File: config.mk
export PLATFORM = sky130hd
export DESIGN_NAME = pulse_train_sched
export DESIGN_NICKNAME = d
export VERILOG_FILES = /design/src/rtl/pulse_sched_pkg.sv /design/src/rtl/rr_arbiter2.sv /design/src/rtl/pulse_train_sched.sv
export SDC_FILE = /design/constraint.sdc
export NUM_CORES = 1
export LEC_CHECK = 0
export CAP_MARGIN = 25
export CORE_MARGIN = 4
export CORE_UTILIZATION = 35
export DETAILED_ROUTE_END_ITERATION = 8
export DONT_BUFFER_PORTS = 1
export PLACE_DENSITY = 0.55
export SKIP_LAST_GASP = 1
export SYNTH_ARGS = -nofsm -noshare
export SYNTH_HDL_FRONTEND = slang
export SYNTH_SLANG_ARGS = --single-unit
File: constraint.sdc
create_clock -name clock -period 3.5 [get_ports clock]
set_clock_uncertainty 0.15 [all_clocks]
set_input_delay 0.525 -clock clock [delete_from_list [all_inputs] [get_ports clock]]
set_output_delay 0.525 -clock clock [all_outputs]
set_load 0.01 [all_outputs]
File: src/rtl/pulse_sched_pkg.sv
// Shared definitions for the pulse-train scheduler: FSM encoding and default widths.
// Option macro PULSE_SCHED_FIXED_PRIO_EN is consumed by rr_arbiter2.
package pulse_sched_pkg;
  localparam int DEF_LEN_W = 4;
  localparam int DEF_CNT_W = 4;

  typedef enum logic [1:0] {
    IDLE = 2'd0,
    HIGH = 2'd1,
    LOW  = 2'd2,
    DONE = 2'd3
  } state_t;
endpackage

File: src/rtl/rr_arbiter2.sv
// Two-way arbiter holding the round-robin priority pointer.
// With PULSE_SCHED_FIXED_PRIO_EN defined, requester 0 always wins and the pointer is removed.
module rr_arbiter2 (
  input  logic       clk,
  input  logic       rst_n,
  input  logic [1:0] req,
  input  logic       update,
  input  logic       last,
  output logic [1:0] gnt
);
`ifdef PULSE_SCHED_FIXED_PRIO_EN
  logic w_unused;
  assign w_unused = &{1'b0, clk, rst_n, update, last};

  always_comb begin
    gnt = 2'b00;
    if (req[0])      gnt = 2'b01;
    else if (req[1]) gnt = 2'b10;
  end
`else
  logic r_ptr;

  // After a burst, priority passes to the requester that was not served.
  always_ff @(posedge clk or negedge rst_n) begin
    if (!rst_n)      r_ptr <= 1'b0;
    else if (update) r_ptr <= ~last;
  end

  always_comb begin
    gnt = 2'b00;
    if (req[r_ptr])       gnt[r_ptr]  = 1'b1;
    else if (req[~r_ptr]) gnt[~r_ptr] = 1'b1;
  end
`endif
endmodule

File: src/rtl/pulse_train_sched.sv
// Shares one pulse output between two requesters: arbitrates, latches the winner's
// pattern and plays cnt periods of hi/lo cycles. Option macro: PULSE_SCHED_FIXED_PRIO_EN.
module pulse_train_sched
  import pulse_sched_pkg::*;
#(
  parameter int LEN_W = DEF_LEN_W,
  parameter int CNT_W = DEF_CNT_W
) (
  input  logic             clock,
  input  logic             reset_n,
  input  logic [1:0]       req,
  input  logic [LEN_W-1:0] hi_len0,
  input  logic [LEN_W-1:0] lo_len0,
  input  logic [CNT_W-1:0] cnt0,
  input  logic [LEN_W-1:0] hi_len1,
  input  logic [LEN_W-1:0] lo_len1,
  input  logic [CNT_W-1:0] cnt1,
  output logic [1:0]       gnt,
  output logic             busy,
  output logic             signal,
  output logic [1:0]       done,
  output state_t           dbg_state
);
  // Handshake: req[i] is sampled only in IDLE; gnt stays one-hot for the whole burst,
  // done[i] strobes for exactly one cycle at its end, and req changes mid-burst are ignored.
  state_t           r_state;
  logic [1:0]       r_gnt, r_done;
  logic             r_busy, r_signal;
  logic [LEN_W-1:0] r_hi, r_lo, r_phase;
  logic [CNT_W-1:0] r_cnt;

  logic [1:0]       w_arb_gnt;
  logic             w_win;
  logic [LEN_W-1:0] w_hi_sel, w_lo_sel, w_hi_eff, w_lo_eff;
  logic [CNT_W-1:0] w_cnt_sel;

  rr_arbiter2 u_arb (
    .clk    (clock),
    .rst_n  (reset_n),
    .req    (req),
    .update (r_state == DONE),
    .last   (r_gnt[1]),
    .gnt    (w_arb_gnt)
  );

  assign w_win     = w_arb_gnt[1];
  assign w_hi_sel  = w_win ? hi_len1 : hi_len0;
  assign w_lo_sel  = w_win ? lo_len1 : lo_len0;
  assign w_cnt_sel = w_win ? cnt1 : cnt0;
  // A zero length would stall the phase counter, so it is promoted to one cycle.
  assign w_hi_eff  = (w_hi_sel == '0) ? LEN_W'(1) : w_hi_sel;
  assign w_lo_eff  = (w_lo_sel == '0) ? LEN_W'(1) : w_lo_sel;

  always_ff @(posedge clock or negedge reset_n) begin
    if (!reset_n) begin
      r_state  <= IDLE;
      r_gnt    <= '0;
      r_done   <= '0;
      r_busy   <= 1'b0;
      r_signal <= 1'b0;
      r_hi     <= '0;
      r_lo     <= '0;
      r_phase  <= '0;
      r_cnt    <= '0;
    end else begin
      unique case (r_state)
        IDLE: begin
          if (|req) begin
            r_gnt  <= w_arb_gnt;
            r_busy <= 1'b1;
            r_hi   <= w_hi_eff;
            r_lo   <= w_lo_eff;
            r_cnt  <= w_cnt_sel;
            if (w_cnt_sel == '0) begin
              r_state <= DONE;
              r_done  <= w_arb_gnt;
            end else begin
              r_state  <= HIGH;
              r_signal <= 1'b1;
              r_phase  <= w_hi_eff;
            end
          end
        end
        HIGH: begin
          if (r_phase == LEN_W'(1)) begin
            r_state  <= LOW;
            r_signal <= 1'b0;
            r_phase  <= r_lo;
          end else begin
            r_phase <= r_phase - LEN_W'(1);
          end
        end
        LOW: begin
          if (r_phase == LEN_W'(1)) begin
            if (r_cnt == CNT_W'(1)) begin
              r_state <= DONE;
              r_cnt   <= '0;
              r_done  <= r_gnt;
            end else begin
              r_state  <= HIGH;
              r_cnt    <= r_cnt - CNT_W'(1);
              r_signal <= 1'b1;
              r_phase  <= r_hi;
            end
          end else begin
            r_phase <= r_phase - LEN_W'(1);
          end
        end
        DONE: begin
          r_state <= IDLE;
          r_gnt   <= '0;
          r_busy  <= 1'b0;
          r_done  <= '0;
        end
        default: r_state <= IDLE;
      endcase
    end
  end

  assign gnt       = r_gnt;
  assign busy      = r_busy;
  assign signal    = r_signal;
  assign done      = r_done;
  assign dbg_state = r_state;
endmodule

==> metrics.csv <==
metric;value;unit
vias_per_cell;5.731;
drive_above_1_share;0.09890;
die_y;77.16;microns
routabilityCongestion;0.8158;
grtUsageTotal;0.1313;
hold_path_class;in -> reg;
maxCapViolCount;0;
ys.flop_type;dfrtp_1;
netlist_area;1674;sq um
synth_most_common_cell;nand2_1;
root_buffer;clkbuf_8;
cts_htree_levels;1;
first_iter_violations;47;
portBuffers;0;
crit_fanout;21;
areaGrowthSynthToFinish;5.680;%
syn_nets;222;
synthCells;185;
cts_buffers;3;
antenna_found_initial;0;
final.setup.tns;0;ns
rows;24;
async_reset_ff_frac;1.000;
n_antenna_cell;0;
fp.dieW;77.16;microns
whs;0.3069;ns
dieArea;5954;sq um
max_freq;0.4042;GHz
grt_overflow;0;
synthTopCellsByCount;nand2_1 (28), dfrtp_1 (25), o21ai_0 (17), inv_1 (13), mux2i_1 (12);
finalSetupViolations;0;
dp_cells;228;
outcome;complete, no violations;
drc_errors;0;
clock_path_buffers;2;
initial_core_util;0.3717;
dpl.hpwl;2817;microns
timing_hold_violations_final;0;
finalNonFillerCells;234;
peakVddDrop;0.2774;mV
p_leak;0.8713;nW
cts_tree;built;
final_util;0.3928;
cts.clk_slew.worst_paths;0.09;ns
fin_crit_sh;0.7069;
fill_cells;469;
end_kind;flop;
p_total;494.7;uW
postCtsSetupBuffers;0;
dr.pass1.iters;4;
cts_sinks;25;
grt_pass1_wl;6348;microns
synth_top_area_frac;0.3737;
required;3.51;ns
insertion_delay;0.27;ns
crit_path_start_kind;flop;
slew_headroom;0.5220;
vias;1341;
first_global_vias;1345;
finalNetCount;220;
synth-seq-area-share;0.3737;
rsz0062_at_grt;no;
drv_slew;0;
multi_input_area;947.2;sq um
core_area;4504;sq um
regArea;625.6;sq um
wl_per_cell;16.15;microns
avgSynthCellArea;9.049;sq um
cts_resized;0;
tightest_slew;0.7170;ns
ant_nets;0;
synth_enable_flop_cells;0;
synth_area_leaders;dfrtp_1 (37%), mux2i_1 (7.2%), ha_1 (6.7%), nand2_1 (6.3%), o21ai_0 (5.1%);
period_minus_slack;2.474;ns
synth_area_leader_cell;dfrtp_1;
power_density;279.6;nW/um^2
netlist-cell-type-count;48;
path_class;reg -> reg;
ys.warnings.count;0;
ios;36;
synth-seq-cells;25;
crit_arrival;2.49;ns
grt_start_max_net_pins;26;
wl;3779;microns
[layout make-up]
class,instances,share of cell area
repair buffers,3,0.02122
clock buffers,4,0.02546
well taps,52,0.03678
flip-flops and latches,25,0.3536
inverters,13,0.02758
multi-input cells,137,0.5354
[sequential cells by signal (all words and copies together), names as in the netlist]
name	cells
u_arb.r_ptr	1
r_cnt	4
dbg_state	2
busy	1
r_lo	4
signal	1
r_phase	4
done	2
r_hi	4
gnt	2
[per-layer routing]
| metal | wire length (microns) | part of all wire | vias to the layer above | GRT usage |
|---|---|---|---|---|
| met2 | 1741 | 0.46 | 26 | 0.2055 |
| met5 | 0 | 0 | - | 0 |
| met4 | 80 | 0.021 | 0 | 0.04982 |
| met3 | 157 | 0.042 | 6 | 0.03513 |
| li1 | - | - | 659 | - |
| met1 | 1800 | 0.48 | 650 | 0.1722 |
[timing repair]
item	CTS	global route
hold endpoints to repair	25	0
hold buffers	2	0
setup endpoints to repair	0	0
[placed cells by master (no fill, tap or decap), types with 2 or more instances in the layout]
cell type and instances:
o31ai_1 3, dfrtp_1 25, mux2_1 2, inv_1 13
o221ai_1 3, mux2_4 3, clkbuf_8 3, o21ai_1 3
ha_1 9, nand3_1 2, nor3_1 4, o32ai_1 2
o211ai_1 2, mux2_2 2, nor2_1 11, o2111ai_1 2
a21oi_1 8, a22o_1 2, o21ai_0 17, nand2_1 28
mux2i_1 12
[final timing paths]
| path | cells past startpoint | to | slack [ns] | startpoint |
|---|---|---|---|---|
| max reg2reg | 6 | r_phase[2]$_DFFE_PN0P_ | 1.03 | dbg_state[0]$_DFFE_PN0P_ |
| max | 6 | r_phase[2]$_DFFE_PN0P_ | 1.03 | dbg_state[0]$_DFFE_PN0P_ |
| min | 2 | r_lo[1]$_DFFE_PN0P_ | 0.31 | lo_len1[1] |
| min in group asynchronous | 2 | r_cnt[1]$_DFFE_PN0P_ | 0.53 | reset_n |
| max in group asynchronous | 2 | r_hi[0]$_DFFE_PN0P_ | 2.51 | reset_n |
| min reg2reg | 2 | r_lo[2]$_DFFE_PN0P_ | 0.34 | r_lo[2]$_DFFE_PN0P_ |
[cell families after synthesis]
family                   after synthesis  share of synthesized area
multiplexers                          19                     0.1256
flip-flops                            25                     0.3737
adder cells (fa/ha/maj)                9                    0.06727
buffers and inverters                 23                    0.06053
AO/OA/AOI/OAI                         57                     0.2362
AND/OR/NAND/NOR                       52                     0.1368
[through the flow]
| step | area, sq um | worst slack [ns] |
|---|---|---|
| global route | 1769 | 0.8183 |
| floorplan | 1674 | 1.401 |
| detailed placement | 1694 | 1.029 |
| global placement | 1694 | 1.117 |
| CTS | 1769 | 1.012 |
| finish | 1769 | 1.026 |
[report_power, final]
| group | switching (mW) | internal (mW) |
|---|---|---|
| Combinational | 0.0201 | 0.0142 |
| Sequential | 0 | 0.289 |
| Clock | 0.0904 | 0.0814 |
| Total | 0.111 | 0.384 |
[critical path, stage by stage, from the launching register on]
cell and delay (ns):
dfrtp_1 0.46, inv_1 0.16, ha_1 0.64, inv_1 0.12, nor2_1 0.25, a221o_2 0.28, mux2_4 0.31
Power figures use the tool's default switching activity.
